===== src/rtl/alu_stream.sv =====
// alu_stream: streaming ADD/SUB/MUL/DIV unit with valid/ready on both sides.
// MUL is a fixed-latency unit and DIV is a restoring divider (one quotient
// bit per cycle). Both feed a first-word-fall-through result FIFO.
// Optional feature macro ALU_STREAM_STATS_EN adds saturating op/err counters.
module alu_stream #(
    parameter int DATA_W     = 4,
    parameter int MUL_CYCLES = 3,
    parameter int OUT_DEPTH  = 4
) (
    input  logic                clk,
    input  logic                reset_n,
    input  logic                in_valid,
    output logic                in_ready,
    input  logic [1:0]          in_op,
    input  logic [DATA_W-1:0]   in_a,
    input  logic [DATA_W-1:0]   in_b,
    output logic                out_valid,
    input  logic                out_ready,
    output logic [2*DATA_W:0]   out_result,
    output logic                out_err,
    output logic                busy
`ifdef ALU_STREAM_STATS_EN
    ,
    output logic [15:0]         op_count,
    output logic [15:0]         err_count
`endif
);

    localparam int RES_W = 2 * DATA_W + 1;
    localparam int AW    = $clog2(OUT_DEPTH);
    localparam int CW    = $clog2(MUL_CYCLES + DATA_W + 1);
    localparam logic [CW-1:0] CNT_ONE  = CW'(1);
    localparam logic [CW-1:0] MUL_LAST = CW'(MUL_CYCLES - 1);
    localparam logic [CW-1:0] DIV_LAST = CW'(DATA_W - 1);
    localparam logic [AW:0]   PTR_ONE  = {{AW{1'b0}}, 1'b1};

    typedef enum logic [1:0] {S_IDLE, S_MUL, S_DIV} state_t;

    // Zero-extend an operand to the result width.
    function automatic logic [RES_W-1:0] zext(input logic [DATA_W-1:0] x);
        return {{(DATA_W + 1){1'b0}}, x};
    endfunction

    // One restoring-division iteration: returns {remainder, shifted quotient}.
    // The remainder always stays below the divisor, so DATA_W bits suffice.
    function automatic logic [2*DATA_W-1:0] div_step(input logic [DATA_W-1:0] rem,
                                                      input logic [DATA_W-1:0] quo,
                                                      input logic [DATA_W-1:0] dvs);
        logic [DATA_W:0]   sh;
        logic [DATA_W-1:0] q;
        sh = {rem, quo[DATA_W-1]};
        q  = quo << 1;
        if (sh >= {1'b0, dvs}) begin
            sh   = sh - {1'b0, dvs};
            q[0] = 1'b1;
        end
        return {sh[DATA_W-1:0], q};
    endfunction

    state_t              state_q, state_d;
    logic [CW-1:0]       cnt_q, cnt_d;
    logic [DATA_W-1:0]   opa_q, opa_d, opb_q, opb_d;
    logic [DATA_W-1:0]   rem_q, rem_d, quo_q, quo_d;
    logic [2*DATA_W-1:0] step;
    logic [AW:0]         wptr_q, rptr_q;
    logic [RES_W:0]      mem_q [OUT_DEPTH];
    logic [RES_W:0]      head;
    logic                full, accept, pop, push, push_err;
    logic [RES_W-1:0]    push_res;

    assign full       = (wptr_q[AW] != rptr_q[AW]) && (wptr_q[AW-1:0] == rptr_q[AW-1:0]);
    assign out_valid  = (wptr_q != rptr_q);
    assign pop        = out_valid && out_ready;
    assign in_ready   = reset_n && (state_q == S_IDLE) && !full;
    assign accept     = in_valid && in_ready;
    assign busy       = (state_q != S_IDLE);
    assign head       = mem_q[rptr_q[AW-1:0]];
    assign out_result = out_valid ? head[RES_W-1:0] : '0;
    assign out_err    = out_valid & head[RES_W];

    // Divider iteration: the first bit is resolved at the accept edge from the ports.
    always_comb begin
        if (state_q == S_IDLE) step = div_step('0, in_a, in_b);
        else                   step = div_step(rem_q, quo_q, opb_q);
    end

    // Next-state, operand capture and FIFO push generation.
    always_comb begin
        state_d  = state_q;
        cnt_d    = cnt_q;
        opa_d    = opa_q;
        opb_d    = opb_q;
        rem_d    = rem_q;
        quo_d    = quo_q;
        push     = 1'b0;
        push_err = 1'b0;
        push_res = '0;
        case (state_q)
            S_IDLE: begin
                if (accept) begin
                    case (in_op)
                        2'd0: begin
                            push     = 1'b1;
                            push_res = zext(in_a) + zext(in_b);
                        end
                        2'd1: begin
                            push     = 1'b1;
                            push_res = zext(in_a) - zext(in_b);
                        end
                        2'd2: begin
                            if (MUL_CYCLES == 1) begin
                                push     = 1'b1;
                                push_res = zext(in_a) * zext(in_b);
                            end else begin
                                state_d = S_MUL;
                                cnt_d   = CNT_ONE;
                                opa_d   = in_a;
                                opb_d   = in_b;
                            end
                        end
                        default: begin
                            if (in_b == '0) begin
                                push     = 1'b1;
                                push_err = 1'b1;
                                push_res = '1;
                            end else if (DATA_W == 1) begin
                                push     = 1'b1;
                                push_res = zext(step[DATA_W-1:0]);
                            end else begin
                                state_d = S_DIV;
                                cnt_d   = CNT_ONE;
                                opb_d   = in_b;
                                rem_d   = step[2*DATA_W-1:DATA_W];
                                quo_d   = step[DATA_W-1:0];
                            end
                        end
                    endcase
                end
            end
            S_MUL: begin
                if (cnt_q == MUL_LAST) begin
                    push     = 1'b1;
                    push_res = zext(opa_q) * zext(opb_q);
                    state_d  = S_IDLE;
                end else begin
                    cnt_d = cnt_q + CNT_ONE;
                end
            end
            S_DIV: begin
                rem_d = step[2*DATA_W-1:DATA_W];
                quo_d = step[DATA_W-1:0];
                if (cnt_q == DIV_LAST) begin
                    push     = 1'b1;
                    push_res = zext(step[DATA_W-1:0]);
                    state_d  = S_IDLE;
                end else begin
                    cnt_d = cnt_q + CNT_ONE;
                end
            end
            default: state_d = S_IDLE;
        endcase
    end

    // Control state: FSM, iteration counter and FIFO pointers.
    always_ff @(posedge clk or negedge reset_n) begin
        if (!reset_n) begin
            state_q <= S_IDLE;
            cnt_q   <= '0;
            wptr_q  <= '0;
            rptr_q  <= '0;
        end else begin
            state_q <= state_d;
            cnt_q   <= cnt_d;
            if (push) wptr_q <= wptr_q + PTR_ONE;
            if (pop)  rptr_q <= rptr_q + PTR_ONE;
        end
    end

    // Datapath state: operands, divider registers and FIFO storage (no reset needed).
    always_ff @(posedge clk) begin
        opa_q <= opa_d;
        opb_q <= opb_d;
        rem_q <= rem_d;
        quo_q <= quo_d;
        if (push) mem_q[wptr_q[AW-1:0]] <= {push_err, push_res};
    end

`ifdef ALU_STREAM_STATS_EN
    // Saturating counters of pushed results and of pushed divide-by-zero results.
    always_ff @(posedge clk or negedge reset_n) begin
        if (!reset_n) begin
            op_count  <= '0;
            err_count <= '0;
        end else if (push) begin
            if (op_count != 16'hFFFF)              op_count  <= op_count + 16'd1;
            if (push_err && err_count != 16'hFFFF) err_count <= err_count + 16'd1;
        end
    end
`endif

endmodule

===== config.mk =====
export PLATFORM = sky130hd
export DESIGN_NAME = alu_stream
export DESIGN_NICKNAME = d
export VERILOG_FILES = /design/src/rtl/alu_stream.sv
export SDC_FILE = /design/constraint.sdc
export NUM_CORES = 1
export LEC_CHECK = 0
export BUFFER_PORTS_ARGS = -buffer_cell sky130_fd_sc_hd__buf_4
export CORE_ASPECT_RATIO = 1.1
export CORE_MARGIN = 1.5
export CORE_UTILIZATION = 53
export DETAILED_ROUTE_END_ITERATION = 12
export GPL_TIMING_DRIVEN = 0
export PLACE_DENSITY = 0.78
export RECOVER_POWER = 25
export SLEW_MARGIN = 20
export SYNTH_ARGS = -nofsm -noshare
export SYNTH_HDL_FRONTEND = slang
export SYNTH_SLANG_ARGS = --single-unit
export TNS_END_PERCENT = 50

===== constraint.sdc =====
create_clock -name clk -period 2.8 [get_ports clk]
set_clock_uncertainty 0.1 [all_clocks]
set_input_delay 0.14 -clock clk [delete_from_list [all_inputs] [get_ports clk]]
set_output_delay 0.14 -clock clk [all_outputs]
set_load 0.005 [all_outputs]

-- Word level (Yosys, flattened, before mapping)
Memories as Yosys holds them, arrays and structs flattened.
Index checks and enable logic that the tools add are counted.
- output and inout bits: 13
- logic and storage cells: 104
- memory bits (writable): 40
- input port bits: 14
- memories kept: 1
- register bits: 27
- memories (name ; words ; bits a word ; read ports ; clocked after Yosys merged registers in ; write ports ; RTL line ; source):
    mem_q ; 4 ; 10 ; 1 ; 0 ; 1 ; 66 ; logic [RES_W:0] mem_q [OUT_DEPTH];
- bitwise logic cells: 2
- multiplexer cells: 45
- eq/ne operators: 19
- $add $sub $neg: 7
- $lt $le $gt $ge: 2
- reductions and logical operators: 19
- $mul: 1
- operators with widths (cell ; number):
    $pmux 9 s3 ; 2
    $mux 4 ; 10
    $mux 9 ; 3
    $pmux 4 s2 ; 3
    $mux 8 ; 2
    $ne 2x2->1 const B ; 8
    $mux 3 ; 4
    $mux 1 ; 11
    $add 3x1->3 const B ; 3
    $pmux 3 s3 ; 1
    $mul 4x4->8 ; 1
    $mux 2 ; 4
    $reduce_and 4->1 ; 2
    $eq 3x2->1 const B ; 2
    $pmux 2 s3 ; 1
    $pmux 3 s2 ; 1
    $reduce_and 6->1 ; 1
    $add 4x4->5 ; 1
    $ge 5x4->1 ; 1
    $logic_and 1x1->1 ; 5
    $reduce_and 5->1 ; 1
    $sub 4x4->5 ; 1
    $eq 2x1->1 const B ; 2
    $eq 2x2->1 const B ; 2
    other kinds (21) ; 23

-- Longest topological paths before layout
- depth in word-level cells: 9
- depth in mapped cells: 10
- depth with buffers taken out: 10

-- Worst setup path before layout
OpenSTA, ideal clock, no wires.
- path kind: register to register
- start point: register opb_q[3]
- end point: memory mem_q[0][6] in the netlist's numbering, data pin
- period minus slack after synthesis: 2982 ps
- buffers on the path: 0
- setup time: 179 ps
- required time: 2521 ps
- cell stages (with the launch flop): 11
- setup slack: -182 ps
- data arrival time: 2703 ps
- path through: edfxtp_1 -> nand2_1 -> fa_1 -> inv_1 -> fa_1 -> fa_1 -> a21o_1 -> a21oi_1 -> xnor2_1 -> nand2_1 -> a21oi_1
- word-level cells in the longest chain between the ends: 3
- RTL lines (element ; RTL line ; source):
    start, declared ; 62 ; logic [DATA_W-1:0] opa_q, opa_d, opb_q, opb_d;
    start signal, assigned ; 182 ; opb_q <= opb_d;
    $mul 4x4->8 ; 143 ; push_res = zext(opa_q) * zext(opb_q);
    $mux 8 ; 141 ; if (cnt_q == MUL_LAST) begin
    $pmux 9 s3 ; 98 ; case (state_q)
    net push_res[6] ; 69 ; logic [RES_W-1:0] push_res;
    end, declared ; 66 ;
The timed path passes the listed nets, and every way through them passes these cells.

-- Final worst setup path
- start point: register opb_q[1]
- end point: memory mem_q[2][3] in the netlist's numbering, data pin
The elaborated chain is that of the path after synthesis.

==> metrics <==
DRT Pass-1 Iters 4; WL met1 3335 um; Initial DRC Count 171; antenna violations before repair 0; drt via density 5.707; Syn Nets 390; core area about 7400 um^2; largest net degree at the start of global routing 15; commonest non-fill, non-tap cell in the layout edfxtp_1; cts bufs inserted 9; status finished, violations left; routed vias 2711; Ys Warns 0; synth top area cells edfxtp_1 (41%), ha_1 (12%), dfrtp_1 (6.8%); final antenna-violating net count 0; final total power 4210 uW; sequential power share 0.355; global route overflow 0; max cap viols 0; highest routed layer met4; share of total power in the clock network 0.207; Fmax roughly 340 MHz; port bufs 25; routed len/inst 16.56 um; layout cells sized above 1 0.1933; insertion delay to the later sink of the worst-skew pair 0.33 ns; Period minus WS final 2.965 ns; RSZ-0062 raised after global routing true; drt drc 0; most frequent cells in the layout edfxtp_1 (56), ha_1 (37), inv_1 (29); WP depth 8; library cells used by synthesis 49; Mapped Area 4060 um^2; Crit path top cell by count fa_2; Pleak 0.001950 uW; Root Driver clkbuf_8; peak supply drop 417.3 uV; CP endpoint kind register; final count of hold timing violations 0; fin crit share 1.059; Worst Path Buf+Inv 1; worst hold path class input pin to register; failing checks setup timing; Final GP Congestion around 0.8; Gate Count Post-Synth 330; switching part of the total 0.3393; Rows 33; P_int roughly 2800 uW; H-tree levels 3; Worst Path Max Fanout 5; final worst setup slack -0.1651 ns; I/O pin total 27; crit path max-delay cell type fa_2; CP peak stage delay between 0.5 and 0.6 ns; asr flop ratio synth 0.1642; Post-Route WL 7867 um; Die Width 86.45 um; Startpoint Class register; initial core utilization 0.5463; critical path's top delay family adder cells; Max Buffers Root-to-Sink 2; Post-synth EDFFs 56; worst-path cell chain nand2_1 -> fa_1 -> inv_1 -> fa_2 -> fa_2 -> a22oi_2 -> o211a_1 -> a211oi_4; Post-DP HPWL 5811 um; Sw Pwr around 1400 uW; gr usage total 0.2046; register area share after synthesis 0.4820; Yosys top cell area share 0.4142; slew at the pin with the worst max-slew slack around 0.7 ns; first-pass GRT wire length 12810 um; final antenna diode count 0; Synth Flop Type edfxtp_1; CTS tree yes; relative slew slack 0.5308; WL met3 323 um; DR WL met2 between 4000 and 5000 um; #FFs+latches synth 67; Worst Path Arrival 2.91 ns; die area 8195 um^2; Final Net Count about 440; Avg Cell Area, Syn 12.30 um^2; CP Class register to register; Area growth syn-to-layout 17.20%; hold path depth 3; clock sinks 67; die height between 90 and 100 um; Pwr per Cell Area 884.8 nW/um^2; vias in the first global route 2692; area leader, netlist edfxtp_1; final setup vio count 20; clock transition at the registers of the reported paths 0.07 ns; critical path required time ~2.8 ns; worst reg-to-reg path cell count 8; Setup WS pre-CTS -0.2337 ns; Gate power share 0.438; Slew Limit Fails 0
-- synth_stat cells (7+ instances only) --
cell      number
mux2_2         7
edfxtp_1      56
xnor2_1        8
mux4_2        10
a21oi_1       12
and2_1        23
o21ai_0       11
nor2_1        19
ha_1          39
nand2_1       24
dfrtp_1       11
inv_1         29
fa_1           7
-- what timing repair did --
| action | CTS | global route |
|---|---|---|
| resized for setup | 5 | 4 |
| endpoints found under the setup margin | 20 | 20 |
| hold buffers | 9 | 0 |
| pin swaps | 12 | 4 |
| endpoints found under the hold margin | 19 | 0 |
| setup buffers | 7 | 1 |
-- flip-flops by register name (all words and copies together), names as in the netlist --
register and cells:
cnt_q 3, mem_q 40, opa_q 4, opb_q 4
quo_q 4, rem_q 4, rptr_q 3, state_q 2
wptr_q 3
-- layer usage --
| metal | GRT usage | up-vias |
|---|---|---|
| met5 | 0 | - |
| met4 | 0.05914 | 0 |
| met3 | 0.03234 | 10 |
| met2 | 0.3652 | 78 |
| met1 | 0.2570 | 1312 |
| li1 | - | 1311 |
-- tightest hold or removal path, delay by kind of cell --
family                 cells  cell delay, ns
buffers and inverters      1            0.11
XOR/XNOR                   1            0.07
AND/OR/NAND/NOR            1            0.09
-- power groups by stage --
stage | combinational [uW] | clock (uW) | sequential [uW]
final | 1840 | 872 | 1500
after global routing | 2030 | 931 | 1520
after CTS | 1870 | 885 | 1500
after detailed placement | 1830 | 0 | 1520
after global placement | 1770 | 0 | 1510
after floorplan | 1260 | 0 | 1480
-- area by class of cell --
type | count | area (um^2)
buffer | 9 | 38.79
clock buffer | 11 | 141.4
clock inverter | 5 | 77.57
fill | 582 | 2674
inverter | 29 | 108.9
multi-input combinational | 225 | 2022
sequential | 67 | 1957
tap | 87 | 108.9
timing repair buffer | 42 | 304.0
-- final timing paths --
path,endpoint,slack (ns),start
hold reg to reg,rptr_q[2]$_DFFE_PN0P_,0.40,rptr_q[2]$_DFFE_PN0P_
min in group asynchronous,rptr_q[1]$_DFFE_PN0P_,0.26,reset_n
setup / recovery,mem_q[2][3]$_DFFE_PP_,-0.17,opb_q[1]$_DFFE_PP_
hold / removal,rptr_q[0]$_DFFE_PN0P_,0.01,out_ready
setup reg to reg,mem_q[2][3]$_DFFE_PP_,-0.17,opb_q[1]$_DFFE_PP_
max in group asynchronous,wptr_q[1]$_DFFE_PN0P_,1.88,reset_n
-- cells by family after synthesis --
| family | count (synthesis) | share of synthesized area |
|---|---|---|
| AO/OA/AOI/OAI | 54 | 0.09399 |
| flip-flops | 67 | 0.4820 |
| buffers and inverters | 38 | 0.03636 |
| XOR/XNOR | 14 | 0.03205 |
| multiplexers | 20 | 0.08228 |
| AND/OR/NAND/NOR | 91 | 0.1186 |
| adder cells (fa/ha/maj) | 46 | 0.1547 |
-- stage by stage --
stage                 util  TNS (ns)  instance area [um^2]  hold WS (ns)  std cells
floorplan                -  -0.04653                  4088       -0.2556        330
global placement    0.5899    -2.208                  4384       -0.1102        442
detailed placement  0.5899    -3.618                  4384       -0.1084        442
CTS                 0.6421    -1.688                  4772     0.0009330        474
global route        0.6402    -7.912                  4758       0.02545        475
finish              0.6402    -1.816                  4758       0.01338        475
(Power assumes the default switching activity.)
